**config.mk**
```make
export PLATFORM = sky130hd
export DESIGN_NAME = change_capture_flat
export DESIGN_NICKNAME = d
export VERILOG_FILES = /design/src/rtl/change_capture_pkg.sv /design/src/rtl/change_capture_if.sv /design/src/rtl/change_fifo.sv /design/src/rtl/change_capture.sv /design/src/flat_wrapper.sv
export SDC_FILE = /design/constraint.sdc
export NUM_CORES = 1
export LEC_CHECK = 0
export ABC_AREA = 1
export CORE_ASPECT_RATIO = 1.1
export CORE_UTILIZATION = 45
export CTS_BUF_LIST = sky130_fd_sc_hd__clkbuf_16
export DETAILED_ROUTE_END_ITERATION = 6
export GPL_TIMING_DRIVEN = 1
export PLACE_DENSITY = 0.65
export SLEW_MARGIN = 20
export SYNTH_ARGS = -nofsm -noshare
export SYNTH_HDL_FRONTEND = slang
export SYNTH_SLANG_ARGS = --single-unit
```
**constraint.sdc**
```tcl
create_clock -name clk -period 4.34 [get_ports clk]
set_clock_uncertainty 0.05 [all_clocks]
set_input_delay 0.868 -clock clk [delete_from_list [all_inputs] [get_ports clk]]
set_output_delay 0.868 -clock clk [all_outputs]
set_load 0.01 [all_outputs]
```
**src/rtl/change_capture_pkg.sv**
```systemverilog
// Shared defaults, FSM state encoding and record layout for the change-capture block.
package change_capture_pkg;

  localparam int unsigned ProbeWDef = 4;
  localparam int unsigned TsWDef    = 16;
  localparam int unsigned DepthDef  = 8;

  typedef enum logic [1:0] {
    StIdle,
    StSnapshot,
    StCapture
  } state_e;

  // Record as it appears on rd_data at default widths: ts in the MSBs.
  typedef struct packed {
    logic [TsWDef-1:0]    ts;
    logic [ProbeWDef-1:0] value;
    logic [ProbeWDef-1:0] changed;
  } rec_t;

endpackage

```
**src/rtl/change_capture_if.sv**
```systemverilog
// Record read port: FWFT valid/ready handshake carrying one {ts, value, changed} record.
interface change_capture_if
  import change_capture_pkg::*;
#(
  parameter int unsigned DataW = TsWDef + 2 * ProbeWDef
) ();

  logic             rd_valid;
  logic             rd_ready;
  logic [DataW-1:0] rd_data;

  modport master (output rd_valid, output rd_data, input rd_ready);
  modport slave  (input rd_valid, input rd_data, output rd_ready);

endinterface

```
**src/rtl/change_fifo.sv**
```systemverilog
// First-word-fall-through record FIFO with synchronous flush; Depth must be a power of two.
module change_fifo
  import change_capture_pkg::*;
#(
  parameter int unsigned Width = TsWDef + 2 * ProbeWDef,
  parameter int unsigned Depth = DepthDef
) (
  input  logic             clk_i,
  input  logic             rst_i,
  input  logic             clr_i,
  input  logic             push_i,
  input  logic [Width-1:0] push_data_i,
  input  logic             pop_i,
  output logic [Width-1:0] pop_data_o,
  output logic             full_o,
  output logic             empty_o
);

  localparam int unsigned PtrW = (Depth > 1) ? $clog2(Depth) : 1;
  localparam int unsigned CntW = $clog2(Depth + 1);

  logic [Width-1:0] mem_q [Depth];
  logic [PtrW-1:0]  wr_ptr_q, wr_ptr_d, rd_ptr_q, rd_ptr_d;
  logic [CntW-1:0]  count_q, count_d;
  logic             push_ok, pop_ok, wr_en;

  assign full_o     = (count_q == CntW'(Depth));
  assign empty_o    = (count_q == '0);
  assign pop_data_o = empty_o ? '0 : mem_q[rd_ptr_q];

  always_comb begin
    pop_ok   = pop_i & ~empty_o;
    // A pop frees a slot in the same edge, so a full FIFO still accepts a push.
    push_ok  = push_i & (~full_o | pop_ok);
    wr_en    = push_ok & ~clr_i;
    wr_ptr_d = wr_ptr_q + PtrW'(push_ok);
    rd_ptr_d = rd_ptr_q + PtrW'(pop_ok);
    count_d  = count_q + CntW'(push_ok) - CntW'(pop_ok);
    if (clr_i) begin
      wr_ptr_d = '0;
      rd_ptr_d = '0;
      count_d  = '0;
    end
  end

  always_ff @(posedge clk_i) begin
    if (rst_i) begin
      wr_ptr_q <= '0;
      rd_ptr_q <= '0;
      count_q  <= '0;
    end else begin
      wr_ptr_q <= wr_ptr_d;
      rd_ptr_q <= rd_ptr_d;
      count_q  <= count_d;
    end
  end

  always_ff @(posedge clk_i) begin
    if (wr_en) begin
      mem_q[wr_ptr_q] <= push_data_i;
    end
  end

endmodule

```
**src/rtl/change_capture.sv**
```systemverilog
// Probe change recorder: snapshots the masked probes, then logs timestamped edges into a FIFO.
module change_capture
  import change_capture_pkg::*;
#(
  parameter int unsigned PROBE_W = ProbeWDef,
  parameter int unsigned TS_W    = TsWDef,
  parameter int unsigned DEPTH   = DepthDef
) (
  input  logic               clk,
  input  logic               reset,
  input  logic [PROBE_W-1:0] probe,
  input  logic [PROBE_W-1:0] probe_mask,
  input  logic               capture_en,
  input  logic               clear,
  change_capture_if.master   rd,
  output logic               overflow,
  output logic               ts_wrapped,
  output logic [7:0]         drop_count
);

  localparam int unsigned RecW = TS_W + 2 * PROBE_W;

  state_e             state_q, state_d;
  logic [TS_W-1:0]    ts_q, ts_d;
  logic [PROBE_W-1:0] prev_q, prev_d;
  logic               overflow_q, overflow_d;
  logic               wrapped_q, wrapped_d;
  logic [7:0]         drop_q, drop_d;
  logic [PROBE_W-1:0] masked, changed;
  logic               push, fifo_full, fifo_empty;
  logic [RecW-1:0]    push_data, fifo_rdata;

  assign masked  = probe & probe_mask;
  assign changed = (probe ^ prev_q) & probe_mask;

  always_comb begin
    state_d    = state_q;
    ts_d       = ts_q;
    prev_d     = prev_q;
    overflow_d = overflow_q;
    wrapped_d  = wrapped_q;
    drop_d     = drop_q;
    push       = 1'b0;
    push_data  = '0;

    unique case (state_q)
      StIdle: begin
        ts_d = '0;
        if (capture_en) state_d = StSnapshot;
      end
      StSnapshot: begin
        if (capture_en) begin
          push      = 1'b1;
          push_data = {TS_W'(0), masked, probe_mask};
          prev_d    = probe;
          wrapped_d = 1'b0;
          // The first CAPTURE cycle is one cycle after the snapshot.
          ts_d      = TS_W'(1);
          state_d   = StCapture;
        end else begin
          state_d = StIdle;
        end
      end
      StCapture: begin
        if (capture_en) begin
          push      = |changed;
          push_data = {ts_q, masked, changed};
          prev_d    = probe;
          ts_d      = ts_q + TS_W'(1);
          if (ts_q == {TS_W{1'b1}}) wrapped_d = 1'b1;
        end else begin
          state_d = StIdle;
        end
      end
      default: state_d = StIdle;
    endcase

    if (push && fifo_full && !rd.rd_ready) begin
      overflow_d = 1'b1;
      if (drop_q != 8'hFF) drop_d = drop_q + 8'd1;
    end

    if (clear) begin
      state_d    = StIdle;
      ts_d       = '0;
      prev_d     = '0;
      overflow_d = 1'b0;
      wrapped_d  = 1'b0;
      drop_d     = '0;
      push       = 1'b0;
    end
  end

  always_ff @(posedge clk) begin
    if (reset) begin
      state_q    <= StIdle;
      ts_q       <= '0;
      prev_q     <= '0;
      overflow_q <= 1'b0;
      wrapped_q  <= 1'b0;
      drop_q     <= '0;
    end else begin
      state_q    <= state_d;
      ts_q       <= ts_d;
      prev_q     <= prev_d;
      overflow_q <= overflow_d;
      wrapped_q  <= wrapped_d;
      drop_q     <= drop_d;
    end
  end

  change_fifo #(
    .Width (RecW),
    .Depth (DEPTH)
  ) u_fifo (
    .clk_i       (clk),
    .rst_i       (reset),
    .clr_i       (clear),
    .push_i      (push),
    .push_data_i (push_data),
    .pop_i       (rd.rd_ready),
    .pop_data_o  (fifo_rdata),
    .full_o      (fifo_full),
    .empty_o     (fifo_empty)
  );

  assign rd.rd_valid = ~fifo_empty;
  assign rd.rd_data  = fifo_rdata;
  assign overflow    = overflow_q;
  assign ts_wrapped  = wrapped_q;
  assign drop_count  = drop_q;

endmodule
```
**src/flat_wrapper.sv**
```systemverilog
// flat-port wrapper written by rule: the top's interface ports become plain ports
module change_capture_flat import change_capture_pkg::*;
#(
  parameter int unsigned PROBE_W = ProbeWDef,
  parameter int unsigned TS_W    = TsWDef,
  parameter int unsigned DEPTH   = DepthDef
)
  (clk, reset, probe, probe_mask, capture_en, clear, overflow, ts_wrapped, drop_count, rd_rd_valid, rd_rd_data, rd_rd_ready);
  change_capture_if rd_i ();
  input  logic clk;
  input  logic reset;
  input  logic [PROBE_W-1:0] probe;
  input  logic [PROBE_W-1:0] probe_mask;
  input  logic capture_en;
  input  logic clear;
  output logic overflow;
  output logic ts_wrapped;
  output logic [7:0] drop_count;
  output wire logic [$bits(rd_i.rd_valid)-1:0] rd_rd_valid;
  output wire logic [$bits(rd_i.rd_data)-1:0] rd_rd_data;
  input wire logic [$bits(rd_i.rd_ready)-1:0] rd_rd_ready;
  assign rd_rd_valid = rd_i.rd_valid;
  assign rd_rd_data = rd_i.rd_data;
  assign rd_i.rd_ready = rd_rd_ready;
  change_capture #(.PROBE_W(PROBE_W), .TS_W(TS_W), .DEPTH(DEPTH)) u_core (.clk(clk), .reset(reset), .probe(probe), .probe_mask(probe_mask), .capture_en(capture_en), .clear(clear), .rd(rd_i), .overflow(overflow), .ts_wrapped(ts_wrapped), .drop_count(drop_count));
endmodule
```
==> out/qor.txt <==
Status -> complete, no violations
Residual DRC -> 0
Post-Syn Area per Cell -> 10.7 um^2
Design area -> 11,700 um^2
Fillers -> 1,935
Worst path slowest cell -> nand3_1
Layout cell share with drive strength beyond 1 -> 8.28%
Setup_tns -> 0 ps
Initial Util -> 46.5%
HPWL Detailed -> 13.0 mm
Via Count -> 6,828
Worst-Margin Slew -> 1020 ps
CP Buf/Inv Count -> 3
Core ar. -> 21,600 um^2
Top_reg_cell synth -> edfxtp_1
Top delay family on crit path -> buffers and inverters
Synth Register Bits -> 234
Global-route usage over all layers -> 19.4%
Top-count cell post-synth -> nor2_1
Power after layout -> 5400 uW
Crit path required time -> 3420 ps
Largest cells by area after synthesis -> edfxtp_1, nor2_1, dfxtp_1, o32ai_1, o21ai_0
Final antenna diode count -> 0
Reg area -> 6610 um^2
Peak VDD IR -> 305 uV
Crit path largest cell delay -> 650 ps
Die Span Y -> 159 um
Worst setup margin -> 585 ps
Clock Sinks -> 234
Die Width -> 144 um
Synth warn -> 0
Routed WL -> 21.2 mm
Post-synth top area cell -> edfxtp_1
Placed Area -> 10,900 um^2
H-Tree Depth -> 1
PwrDens -> 463 nW/um^2
WP data arrival -> 2840 ps
FP Rows -> 56
CTS Buffer Depth -> 3
Die area -> 22,900 um^2
Area share of the largest cell type after synthesis -> 57.4%
Vias in the first global route -> 6,528
Initial DRT Pass Iterations -> 5
Post-Syn Area -> 10,000 um^2
Final setup fails -> 0
Port bufs -> 47
Register area share after synthesis -> 65.8%
Number of antenna violations at the first check in global routing -> 0
Slew margin rel. -> 31.4%
Crit path launch type -> flop
Post-CTS Setup Inserts -> 0
Min-delay worst type -> reg2reg
Fmax -> 0.266 GHz
Global-route wire length before repair -> 34.0 mm
Multi-input logic area -> 2990 um^2
Min Tclk post-route -> 3750 ps
TritonCTS clock tree -> yes
Post-Synthesis Cells -> 940
Reg clk slew, reported paths -> 60 ps
Final Cycle Share -> 86.5%
Routed wire length per instance -> 16.4 um
Largest net degree at the start of global routing -> 98
EDFF count, synth -> 192
Total gr overflow -> 0
Initial DRC Count -> 450
Asr flop ratio synth -> 0%
RSZ-0062 raised after global routing -> false
# IOs -> 48
Synthesized Nets -> 970
Crit-path cells -> inv_1 -> ha_1 -> nand3_1 -> buf_4 -> o21ai_0 -> nor2_1 -> clkdlybuf4s50_1
Vias per cell -> 5.28
Fin. Hold Viols -> 0
Largest fanout on the critical path -> 17
Routability cong. -> 0.853
Area Overhead vs Synth -> 16.1%
Clock tree root buffer cell -> clkbuf_16
Antenna-violating nets left -> 0
CP Class -> reg2out
Fin nets -> 1,017
# Max-Cap Violations -> 0
Hold slack -> 411 ps
CTS buffer count -> 24
Post-synthesis cell type count -> 38
Leading cell types by count after synthesis -> nor2_1, edfxtp_1, nand2_1
Setup crit end kind -> primary output
Post_cts resized -> 0
CTS Hold Bufs -> 0
Worst slack, placed -> 836 ps
Final Max Tran Viols -> 0
Skew-Pair Late Insertion Delay -> 510 ps
Cell leakage power -> 0.00389 uW
==> cell usage in the layout (no fill, tap or decap), types with 25 or more instances in the layout <==
cell type	instances
a21oi_1	30
clkbuf_16	25
clkdlybuf4s50_1	47
dfxtp_1	40
edfxtp_1	192
inv_1	69
nand2_1	85
nor2_1	256
o21ai_0	81
o32ai_1	48
==> kinds of logic after synthesis <==
group           Yosys count  synth area share [%]
simple gates            399                  16.6
fa+ha+maj                17                  2.19
compound gates          171                  10.5
buf+inv                 115                  4.62
flops                   234                  65.8
xor+xnor                  4                 0.349
==> registers in the layout, indices dropped and copies added, names as in the netlist <==
signal	cells
u_core.ts_q	16
u_core.ts_wrapped	1
u_core.prev_q	4
u_core.u_fifo.count_q	4
u_core.overflow	1
u_core.drop_count	8
u_core.state_q	2
u_core.u_fifo.mem_q	192
u_core.u_fifo.wr_ptr_q	3
u_core.u_fifo.rd_ptr_q	3
==> final timing paths <==
path | start | to | slack, ps | cells after the start
worst min register to register | u_core.overflow | u_core.overflow | 410 | 2
worst max-delay path | u_core.u_fifo.count_q[2] | rd_rd_data[5] | 590 | 7
worst max register to register | u_core.u_fifo.count_q[2] | u_core.u_fifo.count_q[2] | 1260 | 14
worst min-delay path | u_core.overflow | u_core.overflow | 410 | 2
==> tightest hold or removal path, delay by kind of cell (launching register included) <==
kind / cells / cell delay [ps]
buffers and inverters: 1 / 50
flip-flops: 1 / 310
AO/OA/AOI/OAI: 1 / 50
==> power by group <==
part	internal, uW	switching, uW
Sequential	2410	7.89
Clock	1220	807
Combinational	439	523
==> layout make-up <==
| type | instances | area share, % |
|---|---|---|
| Inverter | 72 | 2.36 |
| Clock buffer | 25 | 5.36 |
| Tap cell | 290 | 3.11 |
| Clock inverter | 17 | 1.39 |
| Multi-Input combinational cell | 591 | 25.6 |
| Timing Repair Buffer | 64 | 5.45 |
| Sequential cell | 234 | 56.7 |
==> metal layers <==
metal	part of all wire [%]	wire length (um)	GRT usage, %
met5	0	0	0
met2	49	10300	32.6
met1	45	9570	26.4
met3	4.7	1000	2.47
met4	1.6	337	5.41
==> metrics by stage <==
stage / util, % / std cells
2_1_floorplan: - / 940
6_report: 54.0 / 1293
4_1_cts: 54.0 / 1293
3_3_place_gp: 50.4 / 1251
3_5_place_dp: 50.4 / 1251
5_1_grt: 54.0 / 1293
(Power assumes the default switching activity.)
